[src/rtl/idu_pkg.sv]
`default_nettype none
// +--------------------------------------------------------------------+
// | idu_pkg : opcodes, alu_op encoding, FSM states, decoded bundle     |
// | rev 1.0                                                            |
// +--------------------------------------------------------------------+
package idu_pkg;

  localparam logic [6:0] OPC_OP        = 7'b0110011;
  localparam logic [6:0] OPC_OP_IMM    = 7'b0010011;
  localparam logic [6:0] OPC_OP_32     = 7'b0111011;
  localparam logic [6:0] OPC_OP_IMM_32 = 7'b0011011;
  localparam logic [6:0] OPC_LOAD      = 7'b0000011;
  localparam logic [6:0] OPC_STORE     = 7'b0100011;
  localparam logic [6:0] OPC_BRANCH    = 7'b1100011;
  localparam logic [6:0] OPC_LUI       = 7'b0110111;
  localparam logic [6:0] OPC_AUIPC     = 7'b0010111;
  localparam logic [6:0] OPC_JAL       = 7'b1101111;
  localparam logic [6:0] OPC_JALR      = 7'b1100111;

  typedef enum logic [3:0] {
    ALU_ADD   = 4'd0,
    ALU_BR    = 4'd1,
    ALU_R     = 4'd2,
    ALU_I     = 4'd3,
    ALU_LUI   = 4'd4,
    ALU_JAL   = 4'd5,
    ALU_JALR  = 4'd6,
    ALU_AUIPC = 4'd7
  } alu_op_e;

  typedef enum logic [1:0] {
    ST_EMPTY = 2'd0,
    ST_MAIN  = 2'd1,
    ST_SKID  = 2'd2
  } state_e;

  // XLEN-wide fields (pc, imm) live beside this struct so the package stays width-agnostic
  typedef struct packed {
    logic [4:0] rs1;
    logic [4:0] rs2;
    logic [4:0] rd;
    logic [2:0] funct3;
    logic [6:0] funct7;
    alu_op_e    alu_op;
    logic       alu_src;
    logic       mem_read;
    logic       mem_write;
    logic       mem_to_reg;
    logic       reg_write;
    logic       branch;
    logic       jump;
    logic       word;
    logic       illegal;
  } ctrl_t;

endpackage
`default_nettype wire

[src/rtl/idu_decode.sv]
`default_nettype none
// +--------------------------------------------------------------------+
// | idu_decode : combinational RV32/RV64 base-integer decoder          |
// | rev 1.0                                                            |
// +--------------------------------------------------------------------+
module idu_decode
  import idu_pkg::*;
#(
  parameter int XLEN = 32
) (
  input  logic [31:0]     inst,
  output ctrl_t           ctrl,
  output logic [XLEN-1:0] imm
);

  localparam bit RV64 = (XLEN == 64);

  logic [XLEN-1:0] imm_i;
  logic [XLEN-1:0] imm_s;
  logic [XLEN-1:0] imm_b;
  logic [XLEN-1:0] imm_u;
  logic [XLEN-1:0] imm_j;

  assign imm_i = XLEN'($signed(inst[31:20]));
  assign imm_s = XLEN'($signed({inst[31:25], inst[11:7]}));
  assign imm_b = XLEN'($signed({inst[31], inst[7], inst[30:25], inst[11:8], 1'b0}));
  assign imm_u = XLEN'($signed({inst[31:12], 12'b0}));
  assign imm_j = XLEN'($signed({inst[31], inst[19:12], inst[20], inst[30:21], 1'b0}));

  always_comb begin
    ctrl = '0;
    imm  = '0;
    if (inst[1:0] != 2'b11) begin
      ctrl.illegal = 1'b1;
    end else begin
      unique case (inst[6:0])
        // inst[3] separates the *-32 word forms from their XLEN-wide twins
        OPC_OP, OPC_OP_32: begin
          if (inst[3] && !RV64) begin
            ctrl.illegal = 1'b1;
          end else begin
            ctrl.rs1       = inst[19:15];
            ctrl.rs2       = inst[24:20];
            ctrl.rd        = inst[11:7];
            ctrl.funct3    = inst[14:12];
            ctrl.funct7    = inst[31:25];
            ctrl.alu_op    = ALU_R;
            ctrl.reg_write = 1'b1;
            ctrl.word      = inst[3];
          end
        end
        OPC_OP_IMM, OPC_OP_IMM_32: begin
          if (inst[3] && !RV64) begin
            ctrl.illegal = 1'b1;
          end else begin
            ctrl.rs1       = inst[19:15];
            ctrl.rd        = inst[11:7];
            ctrl.funct3    = inst[14:12];
            ctrl.funct7    = inst[31:25];
            ctrl.alu_op    = ALU_I;
            ctrl.alu_src   = 1'b1;
            ctrl.reg_write = 1'b1;
            ctrl.word      = inst[3];
            imm            = imm_i;
          end
        end
        OPC_LOAD: begin
          ctrl.rs1        = inst[19:15];
          ctrl.rd         = inst[11:7];
          ctrl.funct3     = inst[14:12];
          ctrl.alu_op     = ALU_ADD;
          ctrl.alu_src    = 1'b1;
          ctrl.mem_read   = 1'b1;
          ctrl.mem_to_reg = 1'b1;
          ctrl.reg_write  = 1'b1;
          imm             = imm_i;
        end
        OPC_STORE: begin
          ctrl.rs1       = inst[19:15];
          ctrl.rs2       = inst[24:20];
          ctrl.funct3    = inst[14:12];
          ctrl.alu_op    = ALU_ADD;
          ctrl.alu_src   = 1'b1;
          ctrl.mem_write = 1'b1;
          imm            = imm_s;
        end
        OPC_BRANCH: begin
          ctrl.rs1    = inst[19:15];
          ctrl.rs2    = inst[24:20];
          ctrl.funct3 = inst[14:12];
          ctrl.alu_op = ALU_BR;
          ctrl.branch = 1'b1;
          imm         = imm_b;
        end
        OPC_LUI: begin
          ctrl.rd        = inst[11:7];
          ctrl.alu_op    = ALU_LUI;
          ctrl.alu_src   = 1'b1;
          ctrl.reg_write = 1'b1;
          imm            = imm_u;
        end
        OPC_AUIPC: begin
          ctrl.rd        = inst[11:7];
          ctrl.alu_op    = ALU_AUIPC;
          ctrl.alu_src   = 1'b1;
          ctrl.reg_write = 1'b1;
          imm            = imm_u;
        end
        OPC_JAL: begin
          ctrl.rd        = inst[11:7];
          ctrl.alu_op    = ALU_JAL;
          ctrl.jump      = 1'b1;
          ctrl.reg_write = 1'b1;
          imm            = imm_j;
        end
        OPC_JALR: begin
          ctrl.rs1       = inst[19:15];
          ctrl.rd        = inst[11:7];
          ctrl.funct3    = inst[14:12];
          ctrl.alu_op    = ALU_JALR;
          ctrl.alu_src   = 1'b1;
          ctrl.jump      = 1'b1;
          ctrl.reg_write = 1'b1;
          imm            = imm_i;
        end
        default: ctrl.illegal = 1'b1;
      endcase
    end
  end

endmodule
`default_nettype wire

[src/rtl/idu_pipe.sv]
`default_nettype none
// +--------------------------------------------------------------------+
// | idu_pipe : decode stage with a two-entry skid buffer and           |
// |            saturating illegal-instruction counter  -- rev 1.0      |
// +--------------------------------------------------------------------+
module idu_pipe
  import idu_pkg::*;
#(
  parameter int XLEN  = 32,
  parameter int CNT_W = 32
) (
  input  logic             clk,
  input  logic             rst,
  input  logic             in_valid,
  output logic             in_ready,
  input  logic [31:0]      in_inst,
  input  logic [XLEN-1:0]  in_pc,
  input  logic             flush,
  output logic             out_valid,
  input  logic             out_ready,
  output logic [XLEN-1:0]  out_pc,
  output logic [4:0]       out_rs1,
  output logic [4:0]       out_rs2,
  output logic [4:0]       out_rd,
  output logic [2:0]       out_funct3,
  output logic [6:0]       out_funct7,
  output logic [XLEN-1:0]  out_imm,
  output logic [3:0]       out_alu_op,
  output logic             out_alu_src,
  output logic             out_mem_read,
  output logic             out_mem_write,
  output logic             out_mem_to_reg,
  output logic             out_reg_write,
  output logic             out_branch,
  output logic             out_jump,
  output logic             out_word,
  output logic             out_illegal,
  output logic [CNT_W-1:0] illegal_cnt
);

  ctrl_t           dec_ctrl;
  logic [XLEN-1:0] dec_imm;

  idu_decode #(.XLEN(XLEN)) u_decode (
    .inst (in_inst),
    .ctrl (dec_ctrl),
    .imm  (dec_imm)
  );

  state_e          state_q,     state_d;
  logic            in_ready_q,  in_ready_d;
  ctrl_t           main_ctrl_q, main_ctrl_d;
  logic [XLEN-1:0] main_pc_q,   main_pc_d;
  logic [XLEN-1:0] main_imm_q,  main_imm_d;
  ctrl_t           skid_ctrl_q, skid_ctrl_d;
  logic [XLEN-1:0] skid_pc_q,   skid_pc_d;
  logic [XLEN-1:0] skid_imm_q,  skid_imm_d;
  logic [CNT_W-1:0] cnt_q,      cnt_d;

  logic accept;
  assign accept = in_valid && in_ready_q;

  always_comb begin
    state_d     = state_q;
    main_ctrl_d = main_ctrl_q;
    main_pc_d   = main_pc_q;
    main_imm_d  = main_imm_q;
    skid_ctrl_d = skid_ctrl_q;
    skid_pc_d   = skid_pc_q;
    skid_imm_d  = skid_imm_q;
    cnt_d       = cnt_q;

    if (flush) begin
      state_d = ST_EMPTY;
    end else begin
      if (accept && dec_ctrl.illegal && !(&cnt_q)) begin
        cnt_d = cnt_q + CNT_W'(1);
      end
      unique case (state_q)
        ST_EMPTY: begin
          if (accept) begin
            state_d     = ST_MAIN;
            main_ctrl_d = dec_ctrl;
            main_pc_d   = in_pc;
            main_imm_d  = dec_imm;
          end
        end
        ST_MAIN: begin
          if (accept && out_ready) begin
            main_ctrl_d = dec_ctrl;
            main_pc_d   = in_pc;
            main_imm_d  = dec_imm;
          end else if (accept) begin
            state_d     = ST_SKID;
            skid_ctrl_d = dec_ctrl;
            skid_pc_d   = in_pc;
            skid_imm_d  = dec_imm;
          end else if (out_ready) begin
            state_d = ST_EMPTY;
          end
        end
        ST_SKID: begin
          if (out_ready) begin
            state_d     = ST_MAIN;
            main_ctrl_d = skid_ctrl_q;
            main_pc_d   = skid_pc_q;
            main_imm_d  = skid_imm_q;
          end
        end
        default: state_d = ST_EMPTY;
      endcase
    end

    in_ready_d = (state_d != ST_SKID);
  end

  always_ff @(posedge clk or posedge rst) begin
    if (rst) begin
      state_q     <= ST_EMPTY;
      in_ready_q  <= 1'b1;
      main_ctrl_q <= '0;
      main_pc_q   <= '0;
      main_imm_q  <= '0;
      skid_ctrl_q <= '0;
      skid_pc_q   <= '0;
      skid_imm_q  <= '0;
      cnt_q       <= '0;
    end else begin
      state_q     <= state_d;
      in_ready_q  <= in_ready_d;
      main_ctrl_q <= main_ctrl_d;
      main_pc_q   <= main_pc_d;
      main_imm_q  <= main_imm_d;
      skid_ctrl_q <= skid_ctrl_d;
      skid_pc_q   <= skid_pc_d;
      skid_imm_q  <= skid_imm_d;
      cnt_q       <= cnt_d;
    end
  end

  assign in_ready       = in_ready_q;
  assign out_valid      = (state_q != ST_EMPTY);
  assign out_pc         = main_pc_q;
  assign out_imm        = main_imm_q;
  assign out_rs1        = main_ctrl_q.rs1;
  assign out_rs2        = main_ctrl_q.rs2;
  assign out_rd         = main_ctrl_q.rd;
  assign out_funct3     = main_ctrl_q.funct3;
  assign out_funct7     = main_ctrl_q.funct7;
  assign out_alu_op     = main_ctrl_q.alu_op;
  assign out_alu_src    = main_ctrl_q.alu_src;
  assign out_mem_read   = main_ctrl_q.mem_read;
  assign out_mem_write  = main_ctrl_q.mem_write;
  assign out_mem_to_reg = main_ctrl_q.mem_to_reg;
  assign out_reg_write  = main_ctrl_q.reg_write;
  assign out_branch     = main_ctrl_q.branch;
  assign out_jump       = main_ctrl_q.jump;
  assign out_word       = main_ctrl_q.word;
  assign out_illegal    = main_ctrl_q.illegal;
  assign illegal_cnt    = cnt_q;

endmodule
`default_nettype wire

[config.mk]
export PLATFORM = sky130hd
export DESIGN_NAME = idu_pipe
export DESIGN_NICKNAME = d
export VERILOG_FILES = /design/src/rtl/idu_pkg.sv /design/src/rtl/idu_decode.sv /design/src/rtl/idu_pipe.sv
export SDC_FILE = /design/constraint.sdc
export NUM_CORES = 1
export LEC_CHECK = 0
export BUFFER_PORTS_ARGS = -buffer_cell sky130_fd_sc_hd__buf_4
export CORE_MARGIN = 2
export CORE_UTILIZATION = 51
export DETAILED_ROUTE_END_ITERATION = 10
export PLACE_DENSITY_LB_ADDON = 0.12
export SYNTH_ARGS = -nofsm -noshare
export SYNTH_HDL_FRONTEND = slang
export SYNTH_SLANG_ARGS = --single-unit
[constraint.sdc]
create_clock -name clk -period 12.86 [get_ports clk]
set_input_delay 0 -clock clk [delete_from_list [all_inputs] [get_ports clk]]
set_output_delay 0 -clock clk [all_outputs]
set_load 0.1 [all_outputs]
==> results.yml <==
grt:
  track_usage: 0.2577
  antenna_found_initial: 0
  grt_max_degree: 119
  grt_overflow: 0
  grt_pass1_vias: 8614
  grt_first_pass_wirelength_um: 45350
die:
  dieArea_sq_mm: 0.02163
  io-pin-count: 205
  die_x_um: 147.1
  row_count: 52
  start_util: 0.5176
  core_region_area_sq_mm: 0.02017
  die_y_um: 147.1
yosys:
  synth_area_leader_cell: "dfrtp_1"
  synthFlopType: "dfrtp_1"
  synth_top_area_share: 0.5562
  yosys_warnings: 0
  synth.area.top_cells: "dfrtp_1 (56%), nand2_1 (11%), nor2_1 (4.5%), a31oi_1 (3.4%), a21oi_1 (3.3%)"
  seq_area_frac_synth: 0.5587
  syn_area_sq_mm: 0.01044
  netlist_instances: 1161
  synthArstFlopShare: 1.000
  synth_edf_count: 0
  synth_common_cells: "nand2_1 (314), dfrtp_1 (232), nor2_1 (124)"
  synth_cell_types: 58
  post-synth-top-count-cell: "nand2_1"
  avgSynthCellArea_sq_um: 8.991
  synth_seq_cells: 233
clocking:
  cts_tree: "yes"
  clk_pin_slew_ns: 0.06
  cts_htree_levels: 1
  clock-sinks: 233
  post_cts_buffers: 0
  ctsLongestPathBuffers: 3
  clock_latency_ns: 0.52
  clockRootBuffer: "clkbuf_16"
  cts_buffers: 25
timing:
  setup_slack_ns: 8.727
  skew_ns: 0.01976
  timing.fmax_ghz: 0.2420
  slew_viol_final: 0
  fin_crit_sh: 0.3214
  final_hold_viol_count: 0
  setup_tns_ns: 0
  slew_headroom: 0.2041
  setup_viol: 0
  worstMarginPinSlew_ns: 1.194
  min_period_ns: 4.133
  rsz0062_at_grt: "no"
hold_path:
  whs_path_depth: 5
  whs_endpoint: "skid_ctrl_q[6]"
  min_path_type: "input port to flop"
  hp-start: "in_inst[0]"
place:
  gp_congestion: 0.8959
  io_buffers: 202
  place_area_sq_mm: 0.01206
  dpl_worst_slack_ns: 8.708
  dp_cells: 1564
  hpwl_um: 17550
power:
  power.density_mw_per_mm2: 175.9
  p_leak_nw: 6.337
  ir_drop_mv: 0.1090
final_layout:
  design_area_sq_mm: 0.01358
  num-fill-cells: 1683
  final_layout_size_suffix_gt1_frac: 0.2011
  final_nets: 1464
  antenna_cells: 0
  layout.cells.non_filler: 1682
  syn2layout_area_growth_pct: 30.13
drt:
  via_per_inst: 5.472
  wire_per_inst_um: 16.77
  drt_first_iter_violations: 648
  drc: 0
  antenna_left: 0
  dr_total_vias: 9204
  drt_first_pass_iters: 6
  drt-total-wl_um: 28200
worst_setup_path:
  critical_path_class: "flop to flop"
  ff2ff_setup_slack_ns: 8.73
  crit_fanout: 99
  crit_start: "state_q[0]"
  worstPathArrival_ns: 4.49
  critPathRequiredTime_ns: 13.21
  r2r-end: "out_imm[26]"
  r2r_cells: 7
  cp-end-kind: "flop"
  start_kind: "flop"
  r2r_start: "state_q[0]"
flow_run:
  maxCapViolCount: 0
run_status:
  status: "completed"
-- worst max path at each step --
| stage | slack, ns | end |
|---|---|---|
| global route | 8.36 | out_imm[22] |
| finish | 8.73 | out_imm[26] |
| detailed placement | 8.71 | out_imm[27] |
| floorplan | 6.47 | illegal_cnt[0] |
| CTS | 8.69 | out_imm[26] |
| global placement | 8.82 | out_imm[28] |
-- stage by stage --
step | utilization | hold slack [ns] | total power [mW]
after floorplan | - | 0.06564 | 1.514
after global placement | 0.5981 | 0.1925 | 1.692
after detailed placement | 0.5981 | 0.1899 | 1.701
after CTS | 0.6735 | 0.06069 | 2.405
after global routing | 0.6735 | 0.09286 | 2.486
final | 0.6735 | 0.06916 | 2.389
-- cell type report --
class                           count  area [sq um]  share of cell area
Sequential cell                   233          5832              0.4293
Multi-Input combinational cell    840          4265              0.3140
Timing Repair Buffer              284          2315              0.1704
Clock buffer                       38         754.5             0.05554
Tap cell                          270         337.8             0.02487
Inverter                           10         45.04            0.003316
Clock inverter                      7         35.03            0.002579
-- critical path: stages (launching register included) --
cell     delay (ns)
dfrtp_1        0.47
nor2b_4        0.13
buf_4          0.81
nand2_1        0.29
a21oi_4        0.74
nand2_1        0.58
nor2_1         0.79
a21oi_1        0.16
-- kinds of logic (layout without fill, tap and decap cells) --
logic type                 Yosys count  in the layout  share of synthesized area
AOI/OAI and AO/OA                  212            212                     0.1259
and+or+nand+nor                    591            591                     0.2488
adders and majority gates            1              1                   0.001198
muxes                                2              2                   0.002157
other                                1              2                  0.0003592
DFF                                233            233                     0.5587
buffers and inverters               89            339                    0.03608
xor gates and xnor gates            32             32                    0.02685
-- cell usage in the layout (no fill, tap or decap), drive strengths merged, types with 7 or more instances in the layout --
| cell | synthesis | final |
|---|---|---|
| nor3 | 18 | 18 |
| a21oi | 70 | 70 |
| nand4 | 16 | 16 |
| dlygate4sd3 | 0 | 73 |
| clkbuf | 44 | 38 |
| o211ai | 8 | 8 |
| a221oi | 7 | 7 |
| xor2 | 18 | 18 |
| nand3 | 69 | 69 |
| dfrtp | 232 | 232 |
| inv | 10 | 10 |
| xnor2 | 14 | 14 |
| nand2 | 314 | 314 |
| a31oi | 57 | 57 |
| nor2 | 126 | 126 |
| buf | 35 | 211 |
| or3 | 18 | 18 |
| clkinv | 0 | 7 |
| o21ai | 44 | 44 |
-- registers in the layout, indices dropped and copies added, names as in the netlist, 2 cells and up --
| name | count |
|---|---|
| out_rs2 | 5 |
| out_funct7 | 7 |
| skid_pc_q | 32 |
| out_rs1 | 5 |
| skid_ctrl_q | 35 |
| out_imm | 32 |
| state_q | 2 |
| out_alu_op | 3 |
| illegal_cnt | 32 |
| out_rd | 5 |
| out_pc | 32 |
| out_funct3 | 3 |
| skid_imm_q | 32 |
-- layer usage --
metal,global-route usage,share of wire,up-vias
met1,0.3750,0.44,4412
met2,0.4126,0.47,333
met3,0.03323,0.069,44
met5,0,0,-
met4,0.06923,0.020,0
li1,-,-,4415
-- power by group --
| group | total, mW | switching [mW] | internal, mW |
|---|---|---|---|
| logic | 0.796 | 0.624 | 0.172 |
| registers | 0.910 | 0.0701 | 0.840 |
| clock network | 0.684 | 0.281 | 0.402 |
| total | 2.39 | 0.976 | 1.41 |
-- what timing repair did --
item,CTS,global route
hold buffers,73,0
gates resized for setup,0,0
hold endpoints to repair,290,0
Power figures use the tool's default switching activity.
